===== src/rtl/sevenseg_decoder.sv =====
// sevenseg_decoder: samples a multiplexed active-low 7-segment bus and commits debounced per-digit values.
// Define SEVENSEG_DEC_HEX_EN to decode the A-F glyphs; otherwise they are reported as invalid glyphs.
module sevenseg_decoder #(
    parameter int SETTLE_CYC  = 4,
    parameter int STABLE_OBS  = 2,
    parameter int TIMEOUT_CYC = 262144
) (
    input  logic       clk,
    input  logic       rst_n,
    input  logic [3:0] an,
    input  logic [6:0] seg,
    input  logic       dp,
    input  logic       err_clr,
    output logic [3:0] d0,
    output logic [3:0] d1,
    output logic [3:0] d2,
    output logic [3:0] d3,
    output logic       dp0,
    output logic       dp1,
    output logic       dp2,
    output logic       dp3,
    output logic [3:0] valid,
    output logic [3:0] blank,
    output logic       update,
    output logic       err_multi,
    output logic       err_glyph
);
    localparam int SW = SETTLE_CYC > 1 ? $clog2(SETTLE_CYC) : 1;
    localparam int TW = TIMEOUT_CYC > 1 ? $clog2(TIMEOUT_CYC) : 1;
    localparam int MW = $clog2(STABLE_OBS + 1);
    localparam logic [TW-1:0] TMAX = TW'(TIMEOUT_CYC - 1);

    typedef enum logic [1:0] {IDLE, SETTLE, HOLD} state_t;

    state_t        state, state_n;
    logic [3:0]    an_s, an_p;
    logic [6:0]    seg_s;
    logic          dp_s;
    logic [SW-1:0] settle_cnt, settle_n;
    logic [1:0]    dig, dig_n;
    logic [6:0]    cand [4];
    logic [MW-1:0] match_cnt [4];
    logic [TW-1:0] to_cnt [4];
    logic [3:0]    dv [4];
    logic [3:0]    dpv;
    logic [2:0]    lows;
    logic          chg, sample, multi_set;
    logic [5:0]    dec;
    logic [6:0]    smp;
    logic          eq, commit, cinv, cchg;
    logic [MW-1:0] mc_n;
    logic [3:0]    to_hit;

    // returns {value, blank, invalid}
    function automatic logic [5:0] decode(input logic [6:0] s);
        case (s)
            7'h40: decode = {4'h0, 2'b00};
            7'h79: decode = {4'h1, 2'b00};
            7'h24: decode = {4'h2, 2'b00};
            7'h30: decode = {4'h3, 2'b00};
            7'h19: decode = {4'h4, 2'b00};
            7'h12: decode = {4'h5, 2'b00};
            7'h02: decode = {4'h6, 2'b00};
            7'h78: decode = {4'h7, 2'b00};
            7'h00: decode = {4'h8, 2'b00};
            7'h10: decode = {4'h9, 2'b00};
`ifdef SEVENSEG_DEC_HEX_EN
            7'h08: decode = {4'hA, 2'b00};
            7'h03: decode = {4'hB, 2'b00};
            7'h46: decode = {4'hC, 2'b00};
            7'h21: decode = {4'hD, 2'b00};
            7'h06: decode = {4'hE, 2'b00};
            7'h0E: decode = {4'hF, 2'b00};
`endif
            7'h7F: decode = {4'hF, 2'b10};
            default: decode = {4'hF, 2'b01};
        endcase
    endfunction

    assign lows = 3'($countones(~an_s));
    assign chg  = an_s != an_p;

    always_comb begin
        state_n    = state;
        settle_n   = settle_cnt;
        dig_n      = dig;
        sample     = 1'b0;
        multi_set  = 1'b0;
        if (chg) begin
            if (lows == 3'd1) begin
                state_n  = SETTLE;
                settle_n = '0;
                dig_n    = !an_s[0] ? 2'd0 : !an_s[1] ? 2'd1 : !an_s[2] ? 2'd2 : 2'd3;
            end else begin
                state_n   = IDLE;
                multi_set = lows > 3'd1;
            end
        end else if (state == SETTLE) begin
            if (settle_cnt == SW'(SETTLE_CYC - 1)) begin
                sample  = 1'b1;
                state_n = HOLD;
            end else begin
                settle_n = settle_cnt + 1'b1;
            end
        end
    end

    assign dec    = decode(seg_s);
    assign smp    = {dec[5:2], ~dp_s, dec[1], dec[0]};
    assign cinv   = dec[0];
    assign eq     = match_cnt[dig] != '0 && cand[dig] == smp;
    assign mc_n   = !eq ? MW'(1) : match_cnt[dig] == MW'(STABLE_OBS) ? match_cnt[dig] : match_cnt[dig] + 1'b1;
    assign commit = sample && mc_n == MW'(STABLE_OBS);
    assign cchg   = commit && (cinv ? valid[dig] :
                    (dv[dig] != dec[5:2] || dpv[dig] != ~dp_s || blank[dig] != dec[1] || !valid[dig]));

    // a sample of the digit keeps it alive, so it suppresses the timeout that cycle
    always_comb begin
        to_hit = '0;
        for (int k = 0; k < 4; k++)
            to_hit[k] = to_cnt[k] == TMAX && valid[k] && !(sample && dig == 2'(k));
    end

    always_ff @(posedge clk or negedge rst_n) begin
        if (!rst_n) begin
            state      <= IDLE;
            an_s       <= '1;
            an_p       <= '1;
            seg_s      <= '1;
            dp_s       <= 1'b1;
            settle_cnt <= '0;
            dig        <= '0;
            for (int k = 0; k < 4; k++) begin
                cand[k]      <= '0;
                match_cnt[k] <= '0;
                to_cnt[k]    <= '0;
                dv[k]        <= 4'hF;
            end
            dpv        <= '0;
            valid      <= '0;
            blank      <= '0;
            update     <= 1'b0;
            err_multi  <= 1'b0;
            err_glyph  <= 1'b0;
        end else begin
            an_s       <= an;
            an_p       <= an_s;
            seg_s      <= seg;
            dp_s       <= dp;
            state      <= state_n;
            settle_cnt <= settle_n;
            dig        <= dig_n;
            update     <= cchg | (|to_hit);
            err_multi  <= multi_set | (err_multi & ~err_clr);
            err_glyph  <= (commit & cinv) | (err_glyph & ~err_clr);
            for (int k = 0; k < 4; k++) begin
                to_cnt[k] <= (sample && dig == 2'(k)) ? '0 : to_cnt[k] == TMAX ? to_cnt[k] : to_cnt[k] + 1'b1;
                if (to_hit[k]) valid[k] <= 1'b0;
            end
            if (sample) begin
                cand[dig]      <= smp;
                match_cnt[dig] <= mc_n;
            end
            if (commit) begin
                if (cinv) begin
                    valid[dig] <= 1'b0;
                end else begin
                    dv[dig]    <= dec[5:2];
                    dpv[dig]   <= ~dp_s;
                    blank[dig] <= dec[1];
                    valid[dig] <= 1'b1;
                end
            end
        end
    end

    assign d0  = dv[0];
    assign d1  = dv[1];
    assign d2  = dv[2];
    assign d3  = dv[3];
    assign dp0 = dpv[0];
    assign dp1 = dpv[1];
    assign dp2 = dpv[2];
    assign dp3 = dpv[3];
endmodule


===== config.mk =====
export PLATFORM = sky130hd
export DESIGN_NAME = sevenseg_decoder
export DESIGN_NICKNAME = d
export VERILOG_FILES = /design/src/rtl/sevenseg_decoder.sv
export SDC_FILE = /design/constraint.sdc
export NUM_CORES = 1
export LEC_CHECK = 0
export BUFFER_PORTS_ARGS = -buffer_cell sky130_fd_sc_hd__buf_2
export CELL_PAD_IN_SITES_DETAIL_PLACEMENT = 1
export CELL_PAD_IN_SITES_GLOBAL_PLACEMENT = 1
export CORE_MARGIN = 5
export CORE_UTILIZATION = 44
export CTS_CLUSTER_SIZE = 12
export DETAILED_ROUTE_END_ITERATION = 6
export GPL_TIMING_DRIVEN = 0
export PLACE_DENSITY = 0.84
export SLEW_MARGIN = 20
export SYNTH_ARGS = -nofsm -noshare
export SYNTH_HDL_FRONTEND = slang
export SYNTH_SLANG_ARGS = --single-unit

===== constraint.sdc =====
create_clock -name clk -period 3.15 [get_ports clk]
set_clock_uncertainty 0.05 [all_clocks]
set_input_delay 0.1575 -clock clk [delete_from_list [all_inputs] [get_ports clk]]
set_output_delay 0.1575 -clock clk [all_outputs]
set_load 0.1 [all_outputs]

==> impl_metrics.json, run 1 <==
{
  "critPathMaxFanout": 10,
  "die_w_um": 143.5,
  "dieArea_um2": 20590,
  "synth_enable_flop_cells": 0,
  "antenna_cells": 0,
  "syn_inst": 756,
  "die_h_um": 143.5,
  "initial_core_util": 0.4501,
  "firstDrtPassIters": 5,
  "worst_hold_path_type": "in2async",
  "cts_buffers": 17,
  "syn2layout_area_growth_pct": 23.48,
  "io_buffers": 45,
  "grt_pass1_wl_um": 37950,
  "total_power_mw": 4.947,
  "htreeDepth": 4,
  "place_congestion": 0.7821,
  "syn-num-nets": 782,
  "synth-main-ff-cell": "dfrtp_1",
  "reg2reg_setup_slack_ns": -0.15,
  "grt_max_degree": 89,
  "finalCritPeriodShare": 1.049,
  "min_period_ns": 3.303,
  "cts_tree": "done",
  "final-setup-viol-count": 22,
  "crit_arrival_ns": 3.59,
  "p_leak_nw": 4.384,
  "hpwlAfterDp_um": 14130,
  "setup_ws_ns": -0.1534,
  "clk_latency_ns": 0.43,
  "wl_um": 25010,
  "critical_path.endpoint_type": "flop",
  "async_flop_share": 1.000,
  "seqCellArea_um2": 4070,
  "grt.total_usage": 0.2359,
  "hold_violations": 0,
  "drv_slew": 0,
  "critPathKind": "reg2reg",
  "io_pins": 46,
  "fillerInstances": 1901,
  "core_area_um2": 17420,
  "rows": 48,
  "nNetsFinal": 886,
  "drive_gt1_frac": 0.2520,
  "power_density_nw_per_um2": 511.1,
  "path_clk_slew_ns": 0.07,
  "cts.sinks": 161,
  "yosysSeqAreaShare": 0.5191,
  "grt-ovfl-total": 0,
  "ys_ff_latch": 161,
  "wl_per_cell_um": 22.77,
  "worst_setup_path_start_kind": "flop",
  "max-vdd-ir-drop_mv": 0.4337,
  "yosysUniqueCellTypes": 59,
  "critPathRequiredTime_ns": 3.44,
  "drc": 0,
  "detail-route-antenna-nets": 0,
  "drv_cap": 0,
  "routed_via_density": 5.960,
  "status": "finished, violations left",
  "drt-initial-drc-count": 416,
  "tightest_slew_ns": 0.8669,
  "avgSynthCellArea_um2": 10.37,
  "vias": 6544,
  "worstReg2RegEnd": "d0[3]",
  "multiInputGateArea_um2": 3750,
  "fmax_mhz": 302.7,
  "clk_path_buf_depth": 2,
  "antenna_found_initial": 0,
  "layoutNonFillerInstCount": 1098,
  "ys_warn_count": 0,
  "root_buffer": "clkbuf_16",
  "slew_headroom": 0.4199,
  "reg2reg_from": "seg_s[6]",
  "synth.cell_area_um2": 7839,
  "placed_cells": 1027,
  "rsz0062_at_grt": "true",
  "failed_checks": "setup timing",
  "grt_pass1_vias": 7061,
  "ff2ff_path_depth": 11
}
-- final cells by class --
type,instances,area share
Sequential cell,161,0.4205
Multi-Input combinational cell,536,0.3874
Timing Repair Buffer,89,0.06799
Clock buffer,22,0.04899
Tap cell,225,0.02908
Buffer,30,0.02017
Clock inverter,10,0.01616
Inverter,25,0.009695
-- repair_timing --
action / in CTS / in global routing
gates cloned: 0 / 1
buffers inserted: 14 / 14
gates resized for setup: 37 / 32
endpoints found under the setup margin: 107 / 64
hold buffers: 14 / 0
pin swaps: 10 / 10
hold endpoints to repair: 62 / 0
-- worst max-delay path by stage --
| stage | start | slack, ns | cells past startpoint | endpoint |
|---|---|---|---|---|
| after global placement | dig[1] | -0.80 | 11 | d2[2] |
| after floorplan | dig[1] | 0.04 | 11 | d0[1] |
| final | seg_s[6] | -0.15 | 11 | d0[3] |
| after global routing | seg_s[6] | -0.27 | 11 | d0[3] |
| after CTS | seg_s[2] | -0.02 | 10 | d0[3] |
| after detailed placement | dig[1] | -0.91 | 12 | d0[3] |
-- state kept, by name, summed over array words and instances, names as in the netlist, 7 cells and up --
name / count
seg_s: 7
cand: 28
match_cnt: 8
to_cnt: 72
-- worst max-delay path, stage by stage, from the launching register on --
cell,delay [ns]
dfstp_2,0.61
and4b_1,0.25
buf_4,0.16
o21a_1,0.24
a211oi_4,0.35
o21ai_2,0.12
a221oi_4,0.40
nand4_4,0.15
buf_12,0.18
clkbuf_8,0.18
o31ai_1,0.34
o21ai_0,0.15
-- synth_stat cells, types with 8 or more instances --
cell type	number	area [µm²]
nor3_1	19	95.09
clkbuf_1	26	97.59
nand3_1	33	165.2
nor2_1	92	345.3
nor3_2	8	80.08
xor2_1	44	385.4
o21ai_0	53	265.3
and3_1	10	62.56
dfrtp_1	129	3228
nand2_1	77	289.0
a21oi_1	11	55.05
inv_1	25	93.84
xnor2_1	18	157.7
mux2_2	9	101.4
mux4_2	16	360.4
mux2i_1	11	110.1
ha_1	10	125.1
dfstp_2	32	840.8
nand4_1	20	125.1
or3_1	14	87.58
-- where the power goes --
| group | switching (mW) | total, mW | leakage [nW] | internal (mW) |
|---|---|---|---|---|
| clock network | 0.866 | 2.25 | 0.310 | 1.39 |
| logic | 0.287 | 0.523 | 2.00 | 0.236 |
| registers | 0.0495 | 2.17 | 2.07 | 2.12 |
| total | 1.20 | 4.95 | 4.38 | 3.74 |
-- routing by layer --
layer | up-vias | routed length (µm) | global-route usage
met5 | - | 0 | 0
met4 | 0 | 847 | 0.07929
met3 | 70 | 1553 | 0.05824
met2 | 255 | 12600 | 0.4063
met1 | 3359 | 10010 | 0.2910
li1 | 2860 | - | -
-- through the flow --
stage                     hold slack (ns)  utilization  cell area, µm²  setup TNS (ns)  setup slack (ns)
after floorplan                   -0.1881            -            7843               0           0.03709
after global placement             0.2126       0.4794            8349         -100.49           -0.8034
after detailed placement           0.1218       0.4815            8387          -39.46           -0.9107
after CTS                          0.2607       0.5407            9418        -0.01950          -0.01950
after global routing               0.3147       0.5557            9679          -4.024           -0.2703
final                              0.2547       0.5557            9679          -1.170           -0.1534
-- kinds of logic after synthesis --
family          synth area share
buf+inv                  0.02889
xor+xnor                 0.06927
mux                      0.07295
fa+ha+maj                0.01852
flops                     0.5191
compound gates           0.08603
simple gates              0.2053
-- placed cells by master (no fill, tap or decap), drive strengths merged, types with 4 or more instances in the layout --
cell type      n
nand3         33
nor4           7
a2bb2oi        4
inv           25
o21ai         55
clkbuf        48
nor3          27
dfrtp        129
buf           79
mux2i         11
nor2          92
xor2          44
mux2           9
and2           4
mux4          16
dfstp         32
xnor2         18
dlygate4sd3   14
a31oi          5
clkinv         5
nand4         21
or2            6
ha            10
or3           14
bufinv         4
and4           7
a21oi         11
nand2         77
and3          10
a21o           6
o31ai          7
Power figures use the tool's default switching activity.
==> run 2: changes to the inputs <==
--- a/config.mk
+++ b/config.mk
@@ -14,6 +14,7 @@
 export DETAILED_ROUTE_END_ITERATION = 6
 export GPL_TIMING_DRIVEN = 0
 export PLACE_DENSITY = 0.84
+export SETUP_SLACK_MARGIN = 0.5
 export SLEW_MARGIN = 20
 export SYNTH_ARGS = -nofsm -noshare
 export SYNTH_HDL_FRONTEND = slang
==> impl_metrics.json, run 2 (synthesized netlist as in run 1, its figures left out) <==
{
  "syn2layout_area_growth_pct": 33.18,
  "path_buf_inv": 3,
  "critPathKind": "reg2reg",
  "grt_pass1_vias": 7345,
  "die_w_um": 143.5,
  "io_buffers": 45,
  "wl_per_cell_um": 28.26,
  "met3_usage": 0.05258,
  "setup_ws_ns": -0.3214,
  "die_h_um": 143.5,
  "dp_worst_setup_slack_ns": -0.4848,
  "max-vdd-ir-drop_mv": 0.4510,
  "top_usage_layer": "met2",
  "grt_max_degree": 94,
  "routed_via_density": 6.367,
  "hpwlAfterDp_um": 14020,
  "critPathMaxFanout": 10,
  "fmax_mhz": 288.1,
  "tightest_slew_ns": 0.8115,
  "drive_gt1_frac": 0.3463,
  "status": "finished, violations left",
  "largest_reg_flops": 72,
  "drc": 0,
  "power_density_nw_per_um2": 488.3,
  "failed_checks": "setup timing",
  "grt-ovfl-total": 0,
  "layoutNonFillerInstCount": 1127,
  "top_register": "to_cnt",
  "drt-initial-drc-count": 541,
  "nNetsFinal": 914,
  "p_leak_nw": 4.732,
  "slew_headroom": 0.4570,
  "hold_violations": 0,
  "holdWs_ns": 0.2867,
  "min_period_ns": 3.471,
  "grt_pass1_wl_um": 41730,
  "cts_tree": "done",
  "fin_setup_tns_ns": -7.217,
  "critPathRequiredTime_ns": 3.44,
  "crit_arrival_ns": 3.76,
  "crit_chain": "nand4_1, or2_4, clkbuf_4, nand2_1, o21bai_1, xnor2_2, nand4_4, buf_12, nor3_4, buf_4, mux2i_1",
  "dieArea_um2": 20590,
  "antenna_found_initial": 2,
  "clk_latency_ns": 0.46,
  "use_met1": 0.3167,
  "detail-route-antenna-nets": 0,
  "drv_cap": 0,
  "final_cell_mix": "dfrtp_1, nor2_1, nand2_1",
  "cts.sinks": 161,
  "initial_core_util": 0.4501,
  "final_common_cell": "dfrtp_1",
  "path_clk_slew_ns": 0.09,
  "root_buffer": "clkbuf_16",
  "grt_use_met2": 0.4452,
  "rsz0062_at_grt": "true",
  "largestRegisters": "to_cnt x72, cand x28, match_cnt x8",
  "slowest_stage": "dfstp_2",
  "cp_slowest_stage_delay_ns": 0.67,
  "worst_setup_path_start_kind": "flop",
  "htreeDepth": 4,
  "io_pins": 46,
  "critical_path.endpoint_type": "flop",
  "wl_um": 31850,
  "worst_hold_path_type": "in2async",
  "total_power_mw": 5.097,
  "rows": 48,
  "firstDrtPassIters": 5,
  "finalCritPeriodShare": 1.102,
  "cts_buffers": 17,
  "clk_path_buf_depth": 2,
  "placed_cells": 1027,
  "critPathTopFamily": "simple AND/OR/NAND/NOR gates",
  "place_congestion": 0.8034,
  "final-setup-viol-count": 37,
  "grt.total_usage": 0.2661,
  "core_area_um2": 17420,
  "vias": 7176,
  "drv_slew": 0
}
run 2: cell types whose count changed in the layout (fill, tap and decap cells not counted), sizes merged, moves of 2 or more:
cell | before | now
buf | 79 | 111
clkbuf | 48 | 39
inv | 25 | 27
clkinvlp | 1 | 3
run 2: what timing repair did:
item | 4_1_cts | 5_1_grt
pin swaps | 18 | 21
hold endpoints to repair | 83 | 0
endpoints found under the setup margin | 139 | 102
setup buffers | 37 | 14
hold buffers | 14 | 0
cloned | 2 | 0
resized for setup | 97 | 91
run 2: area by class of cell:
class / count / area [µm²]
inverters: 25 / 93.84
fillers: 1795 / 6977
well taps: 225 / 281.5
plain buffers: 34 / 316.6
flip-flops and latches: 161 / 4069
diodes: 1 / 2.502
repair buffers: 113 / 925.9
multi-input cells: 536 / 4129
clock buffers: 18 / 439.2
clock inverters: 14 / 182.7
run 2: path summary, 6_finish.rpt:
check / start / end / slack (ns) / cells past startpoint
max: seg_s[3] / dpv[0] / -0.32 / 11
min: rst_n / cand[18] / 0.29 / 2
max reg2reg: seg_s[3] / dpv[0] / -0.32 / 11
min reg2reg: an_s[3] / an_p[3] / 0.34 / 0
max in group asynchronous: rst_n / d1[0] / 1.91 / 3
min in group clk: an[1] / an_s[1] / 0.30 / 2
run 2: routing by layer:
metal,part of all wire,vias up
li1,-,2924
met1,0.36,3643
met2,0.49,436
met3,0.070,171
met4,0.075,2
met5,0.00041,-
run 2: through the flow:
step | utilization | area (µm²)
2_1_floorplan | - | 7971
3_3_place_gp | 0.4868 | 8478
3_5_place_dp | 0.4889 | 8516
4_1_cts | 0.5764 | 10040
5_1_grt | 0.5994 | 10440
6_report | 0.5994 | 10440
run 2: worst reg2reg max path, delay by kind of cell, from the launching register on:
kind | cells | cell delay, ns
and+or+nand+nor | 5 | 1.21
DFF | 1 | 0.67
buffers and inverters | 3 | 0.62
xor gates and xnor gates | 1 | 0.35
muxes | 1 | 0.28
AOI/OAI and AO/OA | 1 | 0.16
run 2: power breakdown:
part	internal, mW	total (mW)	switching [mW]	leakage, nW
Clock	1.28	2.30	1.02	0.293
Sequential	2.12	2.17	0.0476	2.07
Combinational	0.283	0.629	0.346	2.37
Total	3.68	5.10	1.41	4.73
==> run 3: changes to the inputs <==
--- a/config.mk
+++ b/config.mk
@@ -9,11 +9,11 @@
 export CELL_PAD_IN_SITES_DETAIL_PLACEMENT = 1
 export CELL_PAD_IN_SITES_GLOBAL_PLACEMENT = 1
 export CORE_MARGIN = 5
-export CORE_UTILIZATION = 44
+export CORE_UTILIZATION = 48
 export CTS_CLUSTER_SIZE = 12
 export DETAILED_ROUTE_END_ITERATION = 6
 export GPL_TIMING_DRIVEN = 0
-export PLACE_DENSITY = 0.84
+export PLACE_DENSITY = 0.87
 export SETUP_SLACK_MARGIN = 0.5
 export SLEW_MARGIN = 20
 export SYNTH_ARGS = -nofsm -noshare
==> constraint.sdc (replaced) <==
create_clock -name clk -period 3.2 [get_ports clk]
set_clock_uncertainty 0.05 [all_clocks]
set_input_delay 0.16 -clock clk [delete_from_list [all_inputs] [get_ports clk]]
set_output_delay 0.16 -clock clk [all_outputs]
set_load 0.1 [all_outputs]
==> impl_metrics.json, run 3 (synthesized netlist as in run 1, its figures left out) <==
{
  "critPathMaxFanout": 10,
  "htreeDepth": 4,
  "clk_latency_ns": 0.45,
  "placed_area_um2": 8504,
  "fin_setup_tns_ns": -0.7878,
  "io_pins": 46,
  "total_power_mw": 5.016,
  "fillerInstances": 1646,
  "grt_max_degree": 101,
  "io_buffers": 45,
  "hpwlAfterDp_um": 15090,
  "drt-initial-drc-count": 901,
  "rows": 46,
  "largest_reg_flops": 72,
  "routed_via_density": 6.803,
  "clk_path_buf_depth": 2,
  "grt.total_usage": 0.3242,
  "cts.sinks": 161,
  "initial_core_util": 0.4917,
  "max-vdd-ir-drop_mv": 0.4102,
  "final_cell_mix": "dfrtp_1, nor2_1, nand2_1",
  "power_density_nw_per_um2": 481.8,
  "power.internal_mw": 3.661,
  "finalCritPeriodShare": 1.024,
  "final-setup-viol-count": 24,
  "place_congestion": 0.8756,
  "drv_cap": 0,
  "wl_um": 34690,
  "setup_ws_ns": -0.07564,
  "drive_gt1_frac": 0.3491,
  "p_sw_mw": 1.355,
  "seq_power_share": 0.426,
  "critPathKind": "reg2reg",
  "die_w_um": 137.8,
  "fmax_mhz": 305.3,
  "critPathRequiredTime_ns": 3.50,
  "core_area_um2": 15940,
  "top_register": "to_cnt",
  "firstDrtPassIters": 5,
  "design_area_um2": 10410,
  "largestRegisters": "to_cnt x72, cand x28, match_cnt x8",
  "ff2ff_path_depth": 13,
  "drv_slew": 0,
  "cts_buffers": 17,
  "tightest_slew_ns": 0.9476,
  "die_h_um": 137.8,
  "min_period_ns": 3.276,
  "vias": 7653,
  "critical_path.endpoint_type": "flop",
  "worst_setup_path_start_kind": "flop",
  "crit_arrival_ns": 3.58,
  "root_buffer": "clkbuf_16",
  "pwr-share-clk": 0.449,
  "dieArea_um2": 18990,
  "cts_tree": "done",
  "antenna_found_initial": 2,
  "nNetsFinal": 921,
  "slew_headroom": 0.3659,
  "path_clk_slew_ns": 0.07,
  "wl_per_cell_um": 30.83,
  "pwr-share-comb": 0.125,
  "grt_pass1_wl_um": 45770,
  "status": "finished, violations left",
  "worst_hold_path_type": "in2async",
  "failed_checks": "setup timing",
  "syn2layout_area_growth_pct": 32.82,
  "final_common_cell": "dfrtp_1",
  "layoutNonFillerInstCount": 1125,
  "hold_violations": 0,
  "placed_cells": 1018,
  "netSwitchingFraction": 0.2701,
  "grt_pass1_vias": 8024,
  "p_leak_nw": 4.709,
  "drc": 0,
  "detail-route-antenna-nets": 0,
  "grt-ovfl-total": 0,
  "rsz0062_at_grt": "true"
}
==> run 3: per-stage QoR <==
step	utilization	setup slack, ns	hold slack [ns]
4_1_cts	0.6270	0.1648	0.3033
6_report	0.6530	-0.07564	0.2893
2_1_floorplan	-	0.3315	-0.1856
3_3_place_gp	0.5311	-0.3619	0.2143
3_5_place_dp	0.5334	-0.4066	0.2078
5_1_grt	0.6530	-0.1461	0.3177
==> run 3: critical path, stage by stage (launching register included) <==
cell and delay, ns:
dfrtp_1 0.37, clkbuf_8 0.19, buf_6 0.18, clkbuf_8 0.23, mux4_2 0.21, inv_1 0.06, ha_2 0.23, or3_4 0.40
a221oi_4 0.29, nand4_4 0.15, buf_6 0.17, nor3_4 0.24, buf_6 0.15, mux2i_2 0.23
==> run 3: worst paths after layout <==
path                          from         end  slack (ns)
max                         dig[1]      dpv[2]       -0.08
min                          rst_n  to_cnt[49]        0.29
max reg2reg                 dig[1]      dpv[2]       -0.08
min reg2reg                an_s[3]     an_p[3]        0.34
max in group asynchronous    rst_n       d0[0]        1.95
min in group clk             an[1]     an_s[1]        0.31
==> run 3: cell type report <==
type | count | area [µm²] | area share
Multi-Input combinational cell | 536 | 4139 | 0.3975
Timing Repair Buffer | 120 | 914.6 | 0.08785
Buffer | 34 | 299.0 | 0.02872
Inverter | 25 | 93.84 | 0.009013
Tap cell | 216 | 270.3 | 0.02596
Clock inverter | 11 | 152.6 | 0.01466
Sequential cell | 161 | 4069 | 0.3908
Clock buffer | 21 | 470.5 | 0.04519
Antenna cell | 1 | 2.502 | 0.0002404
==> run 3: what timing repair did <==
item / CTS / global route
cloned: 3 / 0
hold buffers: 14 / 0
setup buffers: 36 / 21
pin swaps: 28 / 27
gates resized for setup: 91 / 94
endpoints found under the setup margin: 139 / 97
hold endpoints to repair: 84 / 0
==> run 3: routing by layer <==
metal | wire [µm] | vias up | track usage
met5 | 13 | - | 0
met4 | 3065 | 2 | 0.2289
met1 | 11680 | 3794 | 0.3407
met2 | 16730 | 651 | 0.5626
li1 | - | 2938 | -
met3 | 3200 | 268 | 0.08400
==> run 3: power by group through the flow <==
stage                     registers [mW]  logic (mW)  clock network, mW
after floorplan                     2.16       0.287                  0
after global placement              2.16       0.412                  0
after detailed placement            2.16       0.442                  0
after CTS                           2.13       0.557               2.18
after global routing                2.14       0.646               2.34
final                               2.14       0.628               2.25
